<file path="src/rtl/adder_pkg.sv">
// Shared constants, operation type and chunk-width helper for the pipelined
// carry-lookahead adder.
package adder_pkg;
    localparam int DEFAULT_WIDTH  = 12;
    localparam int DEFAULT_STAGES = 2;

    typedef enum logic {
        OP_ADD = 1'b0,
        OP_SUB = 1'b1
    } op_e;

    function automatic int chunk_width(input int width, input int stages);
        return width / stages;
    endfunction
endpackage

</file>
<file path="src/rtl/cla_chunk.sv">
// Combinational CW-bit carry-lookahead chunk: produces the chunk sum, its
// carry-out and the carry into the chunk MSB (used for signed overflow).
module cla_chunk #(
    parameter int CW = 4
) (
    input  logic [CW-1:0] i_a,
    input  logic [CW-1:0] i_b,
    input  logic          i_cin,
    output logic [CW-1:0] o_sum,
    output logic          o_cout,
    output logic          o_msb_cin
);
    logic [CW-1:0] w_g;
    logic [CW-1:0] w_p;
    logic [CW:0]   w_c;

    assign w_g = i_a & i_b;
    assign w_p = i_a ^ i_b;

    // Each carry is a flat sum of products of lower generate/propagate terms,
    // so no carry depends on another carry inside the chunk.
    always_comb begin
        logic w_prop;
        w_prop = 1'b0;
        w_c    = '0;
        w_c[0] = i_cin;
        for (int i = 0; i < CW; i++) begin
            w_c[i+1] = w_g[i];
            w_prop   = w_p[i];
            for (int j = i - 1; j >= 0; j--) begin
                w_c[i+1] = w_c[i+1] | (w_prop & w_g[j]);
                w_prop   = w_prop & w_p[j];
            end
            w_c[i+1] = w_c[i+1] | (w_prop & i_cin);
        end
    end

    assign o_sum     = w_p ^ w_c[CW-1:0];
    assign o_cout    = w_c[CW];
    assign o_msb_cin = w_c[CW-1];
endmodule

</file>
<file path="src/rtl/pipelined_cla_adder.sv">
// Skewed-pipeline carry-lookahead adder/subtractor with valid/ready handshake.
// Defining ADDER_OVF_FLAG_EN adds the registered signed-overflow output out_ovf.
module pipelined_cla_adder
    import adder_pkg::*;
#(
    parameter int WIDTH  = DEFAULT_WIDTH,
    parameter int STAGES = DEFAULT_STAGES
) (
    input  logic             clk,
    input  logic             rst,
    input  logic             in_valid,
    output logic             in_ready,
    input  logic [WIDTH-1:0] in_a,
    input  logic [WIDTH-1:0] in_b,
    input  logic             in_cin,
    input  logic             in_sub,
    output logic             out_valid,
    input  logic             out_ready,
    output logic [WIDTH-1:0] out_sum,
    output logic             out_cout
`ifdef ADDER_OVF_FLAG_EN
    ,
    output logic             out_ovf
`endif
);
    localparam int CW  = chunk_width(WIDTH, STAGES);
    localparam int NUP = (STAGES > 1) ? STAGES - 1 : 1;
    localparam int UW  = (STAGES > 1) ? WIDTH - CW : 1;

    if (WIDTH < 4 || STAGES < 1 || STAGES > WIDTH || (WIDTH % STAGES) != 0) begin : g_param_check
        $fatal(1, "pipelined_cla_adder: illegal WIDTH=%0d / STAGES=%0d", WIDTH, STAGES);
    end

    op_e               w_op;
    logic [WIDTH-1:0]  w_b_eff;
    logic              w_c0;
    logic [STAGES-1:0] w_adv;
    logic [STAGES-1:0] w_seg_in_valid;
    logic [CW-1:0]     w_chunk_a   [STAGES];
    logic [CW-1:0]     w_chunk_b   [STAGES];
    logic [CW-1:0]     w_chunk_sum [STAGES];
    logic [STAGES-1:0] w_chunk_cin;
    logic [STAGES-1:0] w_chunk_cout;
    logic [STAGES-1:0] w_chunk_msbc;
    logic [WIDTH-1:0]  w_sum_in    [STAGES];
    logic [UW-1:0]     w_up_a_in   [NUP];
    logic [UW-1:0]     w_up_b_in   [NUP];

    logic [STAGES-1:0] r_valid;
    logic [STAGES-1:0] r_carry;
    logic [WIDTH-1:0]  r_sum  [STAGES];
    logic [UW-1:0]     r_up_a [NUP];
    logic [UW-1:0]     r_up_b [NUP];

    // Subtraction is folded in at the input: invert b and the borrow once.
    assign w_op    = op_e'(in_sub);
    assign w_b_eff = (w_op == OP_SUB) ? ~in_b : in_b;
    assign w_c0    = (w_op == OP_SUB) ? ~in_cin : in_cin;

    always_comb begin
        w_adv          = '0;
        w_seg_in_valid = '0;
        w_adv[STAGES-1] = !r_valid[STAGES-1] | out_ready;
        for (int k = STAGES - 2; k >= 0; k--) begin
            w_adv[k] = !r_valid[k] | w_adv[k+1];
        end
        w_seg_in_valid[0] = in_valid;
        for (int k = 1; k < STAGES; k++) begin
            w_seg_in_valid[k] = r_valid[k-1];
        end
    end

    for (genvar k = 0; k < STAGES; k++) begin : g_seg
        if (k == 0) begin : g_first
            assign w_chunk_a[k]   = in_a[CW-1:0];
            assign w_chunk_b[k]   = w_b_eff[CW-1:0];
            assign w_chunk_cin[k] = w_c0;
            assign w_sum_in[k]    = WIDTH'(w_chunk_sum[k]);
        end else begin : g_rest
            assign w_chunk_a[k]   = r_up_a[k-1][(k-1)*CW +: CW];
            assign w_chunk_b[k]   = r_up_b[k-1][(k-1)*CW +: CW];
            assign w_chunk_cin[k] = r_carry[k-1];
            // bits at and above chunk k are still zero in the previous segment
            assign w_sum_in[k]    = r_sum[k-1] | (WIDTH'(w_chunk_sum[k]) << (k * CW));
        end

        cla_chunk #(.CW(CW)) u_chunk (
            .i_a       (w_chunk_a[k]),
            .i_b       (w_chunk_b[k]),
            .i_cin     (w_chunk_cin[k]),
            .o_sum     (w_chunk_sum[k]),
            .o_cout    (w_chunk_cout[k]),
            .o_msb_cin (w_chunk_msbc[k])
        );
    end

    if (STAGES > 1) begin : g_up
        for (genvar k = 0; k < STAGES - 1; k++) begin : g_up_seg
            if (k == 0) begin : g_first
                assign w_up_a_in[k] = in_a[WIDTH-1:CW];
                assign w_up_b_in[k] = w_b_eff[WIDTH-1:CW];
            end else begin : g_rest
                assign w_up_a_in[k] = r_up_a[k-1];
                assign w_up_b_in[k] = r_up_b[k-1];
            end
        end
    end else begin : g_no_up
        assign w_up_a_in[0] = '0;
        assign w_up_b_in[0] = '0;
    end

    always_ff @(posedge clk or posedge rst) begin
        if (rst) begin
            r_valid <= '0;
            r_carry <= '0;
            for (int k = 0; k < STAGES; k++) begin
                r_sum[k] <= '0;
            end
            for (int k = 0; k < NUP; k++) begin
                r_up_a[k] <= '0;
                r_up_b[k] <= '0;
            end
        end else begin
            for (int k = 0; k < STAGES; k++) begin
                if (w_adv[k]) begin
                    r_valid[k] <= w_seg_in_valid[k];
                    if (w_seg_in_valid[k]) begin
                        r_carry[k] <= w_chunk_cout[k];
                        r_sum[k]   <= w_sum_in[k];
                    end
                end
            end
            for (int k = 0; k < NUP; k++) begin
                if (w_adv[k] && w_seg_in_valid[k]) begin
                    r_up_a[k] <= w_up_a_in[k];
                    r_up_b[k] <= w_up_b_in[k];
                end
            end
        end
    end

`ifdef ADDER_OVF_FLAG_EN
    logic r_ovf;

    always_ff @(posedge clk or posedge rst) begin
        if (rst) begin
            r_ovf <= 1'b0;
        end else if (w_adv[STAGES-1] && w_seg_in_valid[STAGES-1]) begin
            r_ovf <= w_chunk_msbc[STAGES-1] ^ w_chunk_cout[STAGES-1];
        end
    end

    assign out_ovf = r_ovf;
`endif

    // Only the top chunk's MSB carry-in matters, and only for overflow.
    logic w_unused_msbc;
    assign w_unused_msbc = ^w_chunk_msbc;

    assign in_ready  = !r_valid[0] | w_adv[0];
    assign out_valid = r_valid[STAGES-1];
    assign out_sum   = r_sum[STAGES-1];
    assign out_cout  = r_carry[STAGES-1];
endmodule
</file>
<file path="config.mk">
export PLATFORM = sky130hd
export DESIGN_NAME = pipelined_cla_adder
export DESIGN_NICKNAME = d
export VERILOG_FILES = /design/src/rtl/adder_pkg.sv /design/src/rtl/cla_chunk.sv /design/src/rtl/pipelined_cla_adder.sv
export SDC_FILE = /design/constraint.sdc
export NUM_CORES = 1
export LEC_CHECK = 0
export ABC_AREA = 1
export BUFFER_PORTS_ARGS = -buffer_cell sky130_fd_sc_hd__buf_2
export CORE_MARGIN = 8
export CORE_UTILIZATION = 61
export CTS_BUF_LIST = sky130_fd_sc_hd__clkbuf_8
export CTS_CLUSTER_DIAMETER = 30
export DETAILED_ROUTE_END_ITERATION = 7
export PLACE_DENSITY = 0.87
export SLEW_MARGIN = 40
export SYNTH_ARGS = -nofsm -noshare
export SYNTH_HDL_FRONTEND = slang
export SYNTH_SLANG_ARGS = --single-unit
</file>
<file path="constraint.sdc">
create_clock -name clk -period 3.85 [get_ports clk]
set_clock_uncertainty 0.1 [all_clocks]
set_input_delay 0.1925 -clock clk [delete_from_list [all_inputs] [get_ports clk]]
set_output_delay 0.1925 -clock clk [all_outputs]
set_load 0.005 [all_outputs]
</file>
==> impl_metrics.yaml, run 1 <==
run_status:
  status: "finished clean"
yosys:
  syn_avg_cell_area_um2: 8.326
  syn_nets: 315
  ys_ff_latch: 34
  yosysSeqAreaShare: 0.3799
  synthCells: 269
  synth-warning-count: 0
  synthDistinctLibCells: 28
  mappedNetlistArea_um2: 2240
sta:
  max_freq_mhz: 550.6
  worst_slack_ns: 2.034
  rsz0062_at_grt: "false"
  setup_violations: 0
  slew_viol_final: 0
  worst_slew_pin_slew_ns: 0.6769
  hold_viol: 0
  min_period_over_period: 0.4717
  period_needed_ns: 1.816
  slew_headroom: 0.5472
  finalSetupTns_ns: 0
min_path:
  min_path_cells: 3
  worstHoldStart: "in_a[9]"
  min_to: "r_up_a[3]$_DFFE_PP0P_"
  min_path_type: "input port to register"
global_routing:
  grt_max_degree: 35
  grt_overflow_total: 0
  grt_pass1_wl_um: 7534
  groute.usage.overall: 0.1542
  antenna_found_initial: 0
  grt_pass1_vias: 1804
setup_path:
  setup.worst_path.start_class: "register"
  timing.rr.start: "r_valid[1]$_DFFE_PP0P_"
  r2r_slack_ns: 2.03
  max_stage_delay_ns: 0.52
  critPathArrivalTime_ns: 1.90
  required_ns: 3.93
  cp_max_fo: 29
  end_kind: "register"
  path_delay_family: "simple AND/OR/NAND/NOR gates"
  critPathBufInv: 1
  r2r_end: "r_carry[0]$_DFFE_PP0P_"
  worstRegToRegCells: 5
  criticalPathCategory: "register to register"
  slowest_stage: "nand2_2"
  crit_chain: "nand3_2, nand2_2, inv_1, nor2_1, a21oi_2"
detailed_routing:
  drc_errors: 0
  vias: 1733
  drt-vias-per-instance: 4.895
  drt_iter0_markers: 67
  wl_um: 4189
  first_pass_iters: 4
  ant_nets: 0
  wire_per_inst_um: 11.83
clock_tree:
  numCtsBuffers: 5
  root_buffer: "clkbuf_8"
  tritoncts: "done"
  clk_pin_slew_ns: 0.07
  post_cts_buffers: 0
  numClockSinks: 34
  clockBufferDepth: 2
  htree_levels: 2
  clk-insertion-delay-late_ns: 0.29
power_and_ir_drop:
  p_leak_uw: 0.001357
  p_per_area_nw_per_um2: 495.7
  p_switching_uw: 432.1
  comb_power_share: 0.357
  share_seq_of_total_power: 0.424
  vdd_drop_max_mv: 0.2719
  pwr-share-clk: 0.219
  netSwitchingFraction: 0.3526
  intPower_uw: 793.5
place:
  dp_cells: 343
  pre_cts_ws_ns: 1.916
  gp_congestion: 0.8763
  port_buffers: 44
  dpl.hpwl_um: 3242
  placed_cell_area_um2: 2347
floorplanning:
  placementRows: 22
  core_um2: 3606
  dieWidth_um: 76.60
  die_y_um: 76.60
  die_area_um2: 5867
  io-pin-count: 45
  start_util: 0.6211
final_layout:
  fin_cells: 354
  multi_input_area_um2: 1096
  fill_cells: 313
  regArea_um2: 850.8
  most-common-layout-cells: "nand2_1 (81), buf_2 (44), dfrtp_1 (34)"
  layout_commonest_cell: "nand2_1"
  syn2layout_area_growth_pct: 10.39
  layout-drive-gt1-share: 0.2810
  finalNetCount: 351
  antenna_cells: 0
  fin_area_um2: 2472
flow_run:
  maxCapViolations: 0
## timing repair
| action | in CTS | in global routing |
|---|---|---|
| setup endpoints to repair | 0 | 0 |
| gates resized for setup | 0 | 0 |
| hold endpoints to repair | 36 | 0 |
| hold buffers | 3 | 0 |
## Yosys cell counts
master | n | share of area
nand2_1 | 81 | 0.14
dfrtp_1 | 34 | 0.38
inv_1 | 25 | 0.042
nand3_1 | 21 | 0.047
ha_1 | 14 | 0.078
buf_4 | 13 | 0.044
nand2_2 | 12 | 0.034
nor2_1 | 10 | 0.017
o21ai_2 | 9 | 0.035
xor2_1 | 9 | 0.035
xnor2_1 | 8 | 0.031
inv_2 | 5 | 0.0084
o21ai_0 | 4 | 0.0089
a21oi_1 | 3 | 0.0067
nand3_2 | 3 | 0.013
buf_12 | 2 | 0.018
buf_6 | 2 | 0.010
fa_1 | 2 | 0.018
nor2_2 | 2 | 0.0056
o21ai_1 | 2 | 0.0045
a21oi_2 | 1 | 0.0039
buf_2 | 1 | 0.0022
buf_8 | 1 | 0.0067
nand3b_1 | 1 | 0.0034
nand4_1 | 1 | 0.0028
o211ai_1 | 1 | 0.0034
o21bai_1 | 1 | 0.0034
or2_2 | 1 | 0.0028
## worst max-delay path by stage
| stage | slack, ns | to | cells after the start | from |
|---|---|---|---|---|
| 6_report | 2.03 | r_carry[0]$_DFFE_PP0P_ | 5 | r_valid[1]$_DFFE_PP0P_ |
| 5_1_grt | 1.88 | r_sum[16]$_DFFE_PP0P_ | 5 | r_valid[0]$_DFFE_PP0N_ |
| 4_1_cts | 2.03 | r_sum[16]$_DFFE_PP0P_ | 5 | r_valid[1]$_DFFE_PP0P_ |
| 3_5_place_dp | 1.92 | r_sum[16]$_DFFE_PP0P_ | 9 | in_sub |
| 3_3_place_gp | 1.92 | r_sum[16]$_DFFE_PP0P_ | 9 | in_sub |
| 2_1_floorplan | 2.08 | r_sum[14]$_DFFE_PP0P_ | 11 | in_sub |
## cell families after synthesis
group,Yosys count,synth area share
buffers and inverters,49,0.1307
and+or+nand+nor,132,0.2609
adders and majority gates,16,0.09609
AOI/OAI and AO/OA,21,0.06593
xor gates and xnor gates,17,0.06648
DFF,34,0.3799
## registers in the layout, indices dropped and copies added, names as in the netlist
signal and count:
out_sum 12, r_carry 2, r_sum 6, r_up_a 6
r_up_b 6, r_valid 2
## through the flow
stage	hold slack, ns	total power, uW	util
after floorplan	0.2021	904.8	-
after global placement	0.1962	947.3	0.6509
after detailed placement	0.1979	962.4	0.6509
after CTS	0.009971	1239	0.6856
after global routing	0.02776	1331	0.6856
final	0.01318	1226	0.6856
## power groups by stage
stage	registers [uW]	logic (uW)	clock network (uW)
2_1_floorplan	512	393	0
3_3_place_gp	520	427	0
3_5_place_dp	526	437	0
4_1_cts	520	446	273
5_1_grt	534	506	291
6_report	519	437	269
## area by class of cell
cell class                 count  area share
multi-input combinational    186      0.4433
sequential                    34      0.3441
timing repair buffer          48      0.1043
inverter                      30     0.04555
clock buffer                   6     0.03340
tap                           48     0.02429
clock inverter                 2    0.005061
## layer usage
metal / global-route usage / vias up / share of wire
met4: 0.06731 / 0 / 0.021
met5: 0 / - / 0
li1: - / 902 / -
met1: 0.1867 / 776 / 0.47
met3: 0.04363 / 9 / 0.049
met2: 0.2485 / 46 / 0.46
## worst register-to-register path, delay by kind of cell (launching register included)
kind / cells / cell delay (ns)
AND/OR/NAND/NOR: 3 / 0.86
buffers and inverters: 1 / 0.34
AO/OA/AOI/OAI: 1 / 0.04
flip-flops: 1 / 0.38
Note: power is estimated with default switching activity, not from simulation.
==> run 2, diff against run 1 <==
- CORE_UTILIZATION: 61 -> 57
- PLACE_DENSITY: 0.87 -> 0.82
- clock period: 3.85 -> 1.9 ns (I/O delays scaled with it)
==> run 2 against run 1 <==
  * Setup slack lost 1.7 ns
  * Critical path depth up 3
  * Via count rose by 0.75%
  * Final area is 5.2% higher
  * Worst hold slack got worse by 0.0017 ns
  * Clock power grew 130%
  * Register-to-register slack got worse by 1.7 ns
  * Sequential share of layout area down 1.7 points
  * Largest cell class unchanged
  * Combinational power grew 110%
  * Die area is 5.5% higher
==> impl_metrics.yaml, run 2 (synthesis results as in run 1) <==
clock_tree:
  clk-insertion-delay-late_ns: 0.28
  numClockSinks: 34
  cts-resized-gates: 0
  htree_levels: 2
  clockBufferDepth: 2
  tritoncts: "done"
  post_cts_buffers: 0
  clk_pin_slew_ns: 0.07
  root_buffer: "clkbuf_8"
  numCtsBuffers: 5
final_layout:
  fill_cells: 306
  regArea_um2: 850.8
  fin_area_um2: 2600
  layout-drive-gt1-share: 0.2799
  most-common-layout-cells: "nand2_1 (81), buf_2 (44), dfrtp_1 (34)"
  largest_register_ffs: 12
  multi_input_area_um2: 1096
  finalNetCount: 363
  antenna_cells: 0
  layout_commonest_cell: "nand2_1"
  syn2layout_area_growth_pct: 16.09
floorplanning:
  die_area_um2: 6191
  core_um2: 3716
  dieWidth_um: 78.69
  io-pin-count: 45
  start_util: 0.6027
  die_y_um: 78.69
  placementRows: 22
setup_path:
  setup.worst_path.start_class: "register"
  critPathArrivalTime_ns: 1.65
  r2r_slack_ns: 0.32
  cp_max_fo: 3
  r2r_end: "out_sum[10]$_DFFE_PP0P_"
  required_ns: 1.97
  timing.rr.start: "r_up_b[2]$_DFFE_PP0P_"
  max_stage_delay_ns: 0.41
  worstRegToRegCells: 8
  cpMostUsedCell: "nand2_1"
  criticalPathCategory: "register to register"
  slowest_stage: "dfrtp_1"
  end_kind: "register"
  crit_chain: "ha_1, nand2_1, inv_1, nand2_1, nand3_1, xor2_1, nand2_1, nand2_1"
sta:
  fin_hold_ws_ns: 0.01144
  setup_violations: 0
  slew_viol_final: 0
  min_period_over_period: 0.8341
  finalSetupTns_ns: 0
  slew_headroom: 0.7182
  rsz0062_at_grt: "false"
  period_needed_ns: 1.585
  max_freq_mhz: 631.0
  hold_viol: 0
  worst_slew_pin_slew_ns: 0.4227
detailed_routing:
  wl_um: 4259
  wire_per_inst_um: 11.64
  drt_iter0_markers: 71
  vias: 1746
  drt-vias-per-instance: 4.770
  first_pass_iters: 4
  drc_errors: 0
  ant_nets: 0
flow_run:
  maxCapViolations: 0
place:
  port_buffers: 44
  dpl.hpwl_um: 3339
  placed_cell_area_um2: 2370
  gp_congestion: 0.8578
min_path:
  worstHoldStart: "out_ready"
  min_to: "r_valid[1]$_DFFE_PP0P_"
  min_path_type: "input port to register"
  min_path_cells: 4
power_and_ir_drop:
  p_switching_uw: 864.8
  comb_power_share: 0.355
  p_leak_uw: 0.001419
  pwr-share-clk: 0.236
  intPower_uw: 1702
  share_seq_of_total_power: 0.409
  netSwitchingFraction: 0.3370
  p_per_area_nw_per_um2: 987.1
  vdd_drop_max_mv: 0.5497
global_routing:
  antenna_found_initial: 0
  grt_pass1_wl_um: 7403
  grt_overflow_total: 0
  grt_pass1_vias: 1741
  groute.usage.overall: 0.1447
  grt_max_degree: 35
run_status:
  status: "finished clean"
[run 2: changes by cell type in the layout (fill, tap and decap cells not counted), sizes merged]
| cell | delta |
|---|---|
| dlygate4sd3 | +9 |
| buf | +3 |
| clkinv | -1 |
| clkinvlp | -1 |
| clkbuf | +2 |
[run 2: worst max-delay path by stage]
stage | start | to | slack (ns) | depth (start not counted)
2_1_floorplan | in_sub | r_sum[14]$_DFFE_PP0P_ | 0.23 | 11
3_3_place_gp | in_sub | r_sum[14]$_DFFE_PP0P_ | 0.26 | 10
3_5_place_dp | in_sub | r_sum[16]$_DFFE_PP0P_ | 0.23 | 11
4_1_cts | r_up_b[1]$_DFFE_PP0P_ | out_sum[11]$_DFFE_PP0P_ | 0.33 | 8
5_1_grt | r_up_b[3]$_DFFE_PP0P_ | out_sum[11]$_DFFE_PP0P_ | 0.24 | 9
6_report | r_up_b[2]$_DFFE_PP0P_ | out_sum[10]$_DFFE_PP0P_ | 0.32 | 8
[run 2: layout make-up]
type                    count  area share
clock buffers               8     0.04235
multi-input cells         186      0.4216
flip-flops and latches     34      0.3272
well taps                  48     0.02310
repair buffers             60      0.1424
inverters                  30     0.04331
[run 2: metal layers]
metal | part of all wire | global-route usage | vias to the layer above
met3 | 0.051 | 0.03759 | 9
met5 | 0 | 0 | -
met4 | 0.022 | 0.06111 | 0
met1 | 0.47 | 0.1743 | 763
li1 | - | - | 925
met2 | 0.46 | 0.2386 | 49
[run 2: through the flow]
step	total power (uW)	setup slack, ns	instances	utilization
global route	2767	0.2429	366	0.6997
finish	2566	0.3152	366	0.6997
floorplan	1833	0.2323	269	-
CTS	2596	0.3267	366	0.6997
global placement	1926	0.2603	346	0.6377
detailed placement	1958	0.2274	346	0.6377
[run 2: critical path, delay by kind of cell, from the launching register on]
| kind | cells | cell delay [ns] |
|---|---|---|
| buffers and inverters | 1 | 0.06 |
| flip-flops | 1 | 0.41 |
| adder cells (fa/ha/maj) | 1 | 0.36 |
| AND/OR/NAND/NOR | 5 | 0.41 |
| XOR/XNOR | 1 | 0.15 |
[run 2: repair_timing]
action,in CTS,in global routing
hold buffers,12,0
endpoints found under the setup margin,0,0
endpoints found under the hold margin,45,0
[run 2: power groups by stage]
stage / registers [uW] / clock network, uW / logic, uW
final: 1050 / 606 / 910
after global routing: 1080 / 648 / 1040
after CTS: 1050 / 619 / 924
after detailed placement: 1060 / 0 / 894
after global placement: 1050 / 0 / 873
after floorplan: 1040 / 0 / 797
